$ cat config.mk
export PLATFORM = sky130hd
export DESIGN_NAME = lsio_rstgen
export DESIGN_NICKNAME = d
export VERILOG_FILES = /design/src/rtl/lsio_pkg.sv /design/src/rtl/lsio_debounce.sv /design/src/rtl/lsio_rstgen.sv
export SDC_FILE = /design/constraint.sdc
export NUM_CORES = 1
export LEC_CHECK = 0
export CAP_MARGIN = 25
export CORE_MARGIN = 8
export CORE_UTILIZATION = 48
export CTS_CLUSTER_DIAMETER = 100
export CTS_CLUSTER_SIZE = 14
export DETAILED_ROUTE_END_ITERATION = 12
export PLACE_DENSITY = 0.69
export SETUP_SLACK_MARGIN = 0.3
export SYNTH_ARGS = -nofsm -noshare
export SYNTH_HDL_FRONTEND = slang
export SYNTH_SLANG_ARGS = --single-unit
$ cat constraint.sdc
create_clock -name clk_i -period 1.6 [get_ports clk_i]
set_input_delay 0.24 -clock clk_i [delete_from_list [all_inputs] [get_ports clk_i]]
set_output_delay 0.24 -clock clk_i [all_outputs]
set_load 0.03 [all_outputs]
$ cat src/rtl/lsio_pkg.sv
// Shared types for the LSIO reset sequencer: FSM state and reset-cause encodings.
package lsio_pkg;

  localparam int unsigned RST_CAUSE_W = 2;

  typedef enum logic [1:0] {
    HOLD,
    SETTLE,
    RUN
  } rstgen_state_e;

  typedef enum logic [RST_CAUSE_W-1:0] {
    RST_CAUSE_POR = 2'd0,
    RST_CAUSE_ERR = 2'd1,
    RST_CAUSE_BTN = 2'd2
  } rst_cause_e;

endpackage

$ cat src/rtl/lsio_debounce.sv
// Push-button conditioner: 2-flop synchronizer, ms-tick stability counter and
// one-cycle press pulse on the rising edge of the debounced state.
module lsio_debounce #(
  parameter int unsigned DEBOUNCE_MS = 20
) (
  input  logic clk_i,
  input  logic rst_i,
  input  logic one_ms_event_i,
  input  logic btn_i,
  output logic press_o
);

  localparam int unsigned CW = (DEBOUNCE_MS > 1) ? $clog2(DEBOUNCE_MS) : 1;
  localparam logic [CW-1:0] LAST = CW'(DEBOUNCE_MS - 1);

  logic [1:0]    sync_q;
  logic          pressed_q, pressed_d;
  logic [CW-1:0] cnt_q, cnt_d;
  logic          press_q;

  // Pressed state flips only after the synchronized input has disagreed with it
  // for DEBOUNCE_MS consecutive ticks; any agreement restarts the count.
  always_comb begin
    pressed_d = pressed_q;
    cnt_d     = cnt_q;
    if (sync_q[1] == pressed_q) begin
      cnt_d = '0;
    end else if (one_ms_event_i) begin
      if (cnt_q == LAST) begin
        pressed_d = sync_q[1];
        cnt_d     = '0;
      end else begin
        cnt_d = cnt_q + 1'b1;
      end
    end
  end

  // Synchronizer, debounce state and registered press pulse.
  always_ff @(posedge clk_i) begin
    if (rst_i) begin
      sync_q    <= '0;
      pressed_q <= 1'b0;
      cnt_q     <= '0;
      press_q   <= 1'b0;
    end else begin
      sync_q    <= {sync_q[0], btn_i};
      pressed_q <= pressed_d;
      cnt_q     <= cnt_d;
      press_q   <= pressed_d & ~pressed_q;
    end
  end

  assign press_o = press_q;

endmodule

$ cat src/rtl/lsio_rstgen.sv
// System reset sequencer: stretches error/button reset requests into a
// registered active-low system reset and records cause and count.
// Optional button input enabled by defining LSIO_RSTGEN_BUTTON_EN.
module lsio_rstgen
  import lsio_pkg::*;
#(
  parameter int unsigned HOLD_MS     = 4,
  parameter int unsigned SETTLE_CYC  = 4,
  parameter int unsigned CNT_W       = 8,
  parameter int unsigned DEBOUNCE_MS = 20
) (
  input  logic                   clk_i,
  input  logic                   rst_i,
  input  logic                   one_ms_event_i,
  input  logic                   req_reset_i,
  input  logic                   btn_i,
  output logic                   sys_rstn_o,
  output logic [RST_CAUSE_W-1:0] rst_cause_o,
  output logic [CNT_W-1:0]       rst_count_o,
  output logic                   busy_o
);

  localparam logic [7:0] HOLD_LAST   = 8'(HOLD_MS - 1);
  localparam logic [7:0] SETTLE_LAST = 8'(SETTLE_CYC - 1);

  rstgen_state_e    state_q, state_d;
  logic [7:0]       hold_cnt_q, hold_cnt_d;
  logic [7:0]       settle_cnt_q, settle_cnt_d;
  rst_cause_e       cause_q, cause_d;
  logic [CNT_W-1:0] count_q, count_d;
  logic             rstn_q, rstn_d;
  logic             busy_q, busy_d;
  logic             btn_press;

`ifdef LSIO_RSTGEN_BUTTON_EN
  lsio_debounce #(
    .DEBOUNCE_MS (DEBOUNCE_MS)
  ) u_debounce (
    .clk_i          (clk_i),
    .rst_i          (rst_i),
    .one_ms_event_i (one_ms_event_i),
    .btn_i          (btn_i),
    .press_o        (btn_press)
  );
`else
  logic       unused_btn;
  logic [7:0] unused_debounce_ms;
  assign unused_btn         = btn_i;
  assign unused_debounce_ms = 8'(DEBOUNCE_MS);
  assign btn_press          = 1'b0;
`endif

  // Next-state logic; outputs are derived from the next state so they register
  // alongside it.
  always_comb begin
    state_d      = state_q;
    hold_cnt_d   = hold_cnt_q;
    settle_cnt_d = settle_cnt_q;
    cause_d      = cause_q;
    count_d      = count_q;
    unique case (state_q)
      HOLD: begin
        if (one_ms_event_i) begin
          if (hold_cnt_q == HOLD_LAST) begin
            state_d      = SETTLE;
            hold_cnt_d   = '0;
            settle_cnt_d = '0;
          end else begin
            hold_cnt_d = hold_cnt_q + 1'b1;
          end
        end
      end
      SETTLE: begin
        if (settle_cnt_q == SETTLE_LAST) begin
          state_d      = RUN;
          settle_cnt_d = '0;
        end else begin
          settle_cnt_d = settle_cnt_q + 1'b1;
        end
      end
      RUN: begin
        if (req_reset_i || btn_press) begin
          state_d    = HOLD;
          hold_cnt_d = '0;
          cause_d    = req_reset_i ? RST_CAUSE_ERR : RST_CAUSE_BTN;
          count_d    = (count_q == '1) ? count_q : count_q + 1'b1;
        end
      end
      default: state_d = HOLD;
    endcase
    rstn_d = (state_d != HOLD);
    busy_d = (state_d != RUN);
  end

  // State and output registers; rst_i forces the power-on hold.
  always_ff @(posedge clk_i) begin
    if (rst_i) begin
      state_q      <= HOLD;
      hold_cnt_q   <= '0;
      settle_cnt_q <= '0;
      cause_q      <= RST_CAUSE_POR;
      count_q      <= '0;
      rstn_q       <= 1'b0;
      busy_q       <= 1'b1;
    end else begin
      state_q      <= state_d;
      hold_cnt_q   <= hold_cnt_d;
      settle_cnt_q <= settle_cnt_d;
      cause_q      <= cause_d;
      count_q      <= count_d;
      rstn_q       <= rstn_d;
      busy_q       <= busy_d;
    end
  end

  assign sys_rstn_o  = rstn_q;
  assign rst_cause_o = cause_q;
  assign rst_count_o = count_q;
  assign busy_o      = busy_q;

endmodule

==> results.cfg <==
[critical_path]
rrSetupSlack_ns = 0.04
start_kind = register
path_cells = ha_4 -> nor4b_4 -> a31oi_4 -> buf_6 -> or3_4 -> a21oi_2
required_ns = 1.85
cp_max_fo = 5
critical-path-max-stage-delay_ns = 0.36
r2r_start = hold_cnt_q[0]$_SDFFE_PP0P_
crit_type = reg2reg
reg2reg_depth = 6
slowest_stage = dfxtp_2
endpoint_kind = register
arrival_ns = 1.81
r2r-end = settle_cnt_q[3]$_SDFFE_PP0P_

[synth]
synth_top_cell_by_area = dfxtp_1
syn-mean-instance-area_um2 = 8.921
synth_warnings = 0
synth_edf_count = 0
syn_inst = 154
synthesis.nets = 162
synthSimpleGateAreaFrac = 0.2896
synth_area_um2 = 1374
yosysSeqAreaShare = 0.4226
synth_most_common_cell = dfxtp_1
synth_compound_area_frac = 0.1257
postSynth.asyncResetShare = 0
synth_common_cells = 29 x dfxtp_1, 22 x nor2_1, 10 x nand2_1
synthAdderAreaFrac = 0.02732
synth_ff_type = dfxtp_1
synth.top_cell.area_share = 0.4226
synth-seq-cells = 29
synth_mux_area_frac = 0.02186
netlist_top_cells_area = dfxtp_1 42%, nor2_1 6.0%, xnor2_1 5.1%, a21oi_1 3.3%, xor2_1 3.2%
synth_top_family_by_area = simple AND/OR/NAND/NOR gates
synthXorXnorAreaFrac = 0.08288
synth.distinct_cells = 44

[timing]
skew_ns = 0.01096
tns_ns = 0
slew_viol_final = 0
fin_crit_ns = 1.559
setup_violations = 0
finalCritPeriodShare = 0.9741
final_hold_viol_count = 0
fmax_ghz = 0.6416
rsz0062_at_grt = yes
setup_slack_ns = 0.04148
timing.hold.ws_ns = 0.4868

[global_routing]
grt_use_total = 0.1356
antenna_found_initial = 0
grt_max_degree = 13
grt_pass1_wl_um = 5554
grt.overflow.total = 0
grt_pass1_vias = 1300

[clock_tree]
clk_pin_slew_ns = 0.09
cts-root-buf = clkbuf_4
h-tree-depth = 2
cts_tree = built
cts_made_buffers = 5
worstSkewPairLatency_ns = 0.33
clock-sinks = 29
cts_buffer_depth = 2
holdBufCountCts = 0

[drt]
post_drt_wl_per_cell_um = 14.82
drt-pass1-iter-count = 4
vias = 1315
antenna_left = 0
routed_wl_um = 3379
drc = 0
drt_iter0_drc = 67
via_per_inst = 5.768

[floorplanning]
dieArea_um2 = 4830
pin_count = 17
initial_utilization = 0.5025
die_h_um = 69.50
rows = 19
core_um2 = 2734
die_width_um = 69.50

[place]
post-place-ws_ns = -0.1074
place_area_um2 = 1694
port_buffers = 14
dp.cells = 204
dp_hpwl_um = 2251
gp_congestion = 0.8362

[cells_and_area]
utilization = 0.7437
drive_gt1_frac = 0.4619
num-nets-final = 204
num_antenna_cells = 0
fillers = 191
final_area_um2 = 2033
syn2layout_area_growth_pct = 48.00
instances_no_fill = 228

[run_status]
outcome = finished clean

[hold_path]
hold_depth = 2
min_from = rst_count_o[7]$_SDFFE_PP0P_
hold_class = reg2reg
hold_end = rst_count_o[7]$_SDFFE_PP0P_

[power_and_ir_drop]
total_power_mw = 1.251
vdd_drop_max_mv = 0.6242
leakage_nw = 0.6861
power.density_nw_per_um2 = 615.3

[flow_run]
drv_cap = 0
worst max-delay path by stage:
| stage | slack, ns | to | cells after the start | startpoint |
|---|---|---|---|---|
| after floorplan | 0.12 | settle_cnt_q[7]$_SDFFE_PP0P_ | 5 | hold_cnt_q[0]$_SDFFE_PP0P_ |
| after global placement | -0.05 | hold_cnt_q[6]$_SDFFE_PP0P_ | 5 | req_reset_i |
| after detailed placement | -0.11 | hold_cnt_q[2]$_SDFFE_PP0P_ | 6 | req_reset_i |
| after CTS | 0.07 | settle_cnt_q[7]$_SDFFE_PP0P_ | 5 | hold_cnt_q[1]$_SDFFE_PP0P_ |
| after global routing | -0.02 | settle_cnt_q[7]$_SDFFE_PP0P_ | 5 | hold_cnt_q[0]$_SDFFE_PP0P_ |
| final | 0.04 | settle_cnt_q[3]$_SDFFE_PP0P_ | 6 | hold_cnt_q[0]$_SDFFE_PP0P_ |
routing by layer:
layer	up-vias	global-route usage	routed length [um]
li1	636	-	-
met3	7	0.03863	170
met4	0	0.06150	63
met2	41	0.2316	1682
met5	-	0	0
met1	631	0.1512	1462
worst max-delay path, delay by kind of cell, from the launching register on:
family          cells  cell delay, ns
compound gates      2            0.27
fa+ha+maj           1            0.13
buf+inv             1            0.15
flops               1            0.36
simple gates        2            0.57
what timing repair did:
item | CTS | global route
endpoints found under the setup margin | 37 | 30
gates resized for setup | 42 | 30
buffers inserted | 10 | 6
pin swaps | 15 | 12
report_power, final:
| part | switching [mW] | leakage (nW) | internal, mW |
|---|---|---|---|
| logic | 0.0599 | 0.417 | 0.0532 |
| clock network | 0.233 | 0.0265 | 0.175 |
| registers | 0.00788 | 0.243 | 0.723 |
state kept, by name, indices dropped and copies added, names as in the netlist:
| register | count |
|---|---|
| settle_cnt_q | 8 |
| rst_count_o | 8 |
| state_q | 2 |
| busy_o | 1 |
| rst_cause_o | 1 |
| sys_rstn_o | 1 |
| hold_cnt_q | 8 |
cells in the final DEF, fill, tap and decap left out, types with 3 or more instances in the layout:
master,synthesis,final
xor2_1,5,5
nand4_1,4,4
nor2_1,22,14
nor2_2,0,7
clkdlybuf4s15_2,0,7
a21oi_2,0,5
dfxtp_2,0,11
ha_4,0,3
dfxtp_4,0,4
nand3_1,7,5
buf_4,1,22
inv_1,4,4
buf_6,0,4
xnor2_1,8,8
clkbuf_1,4,3
a21oi_1,9,4
dfxtp_1,29,14
clkbuf_4,0,5
o21ai_0,5,4
nand2_1,10,9
kinds of logic (layout without fill, tap and decap cells):
| logic type | after synthesis | in the layout |
|---|---|---|
| fa+ha+maj | 3 | 3 |
| flops | 29 | 29 |
| other cells | 1 | 1 |
| buf+inv | 9 | 52 |
| mux | 3 | 3 |
| xor+xnor | 13 | 13 |
| compound gates | 26 | 26 |
| simple gates | 70 | 70 |
layout make-up:
type | instances | area [um^2] | share of cell area
clock buffer | 8 | 48.80 | 0.02400
inverter | 4 | 15.01 | 0.007385
multi-input combinational | 116 | 970.9 | 0.4775
sequential | 29 | 609.3 | 0.2997
tap | 31 | 38.79 | 0.01908
timing repair buffer | 40 | 350.3 | 0.1723
(Power assumes the default switching activity.)
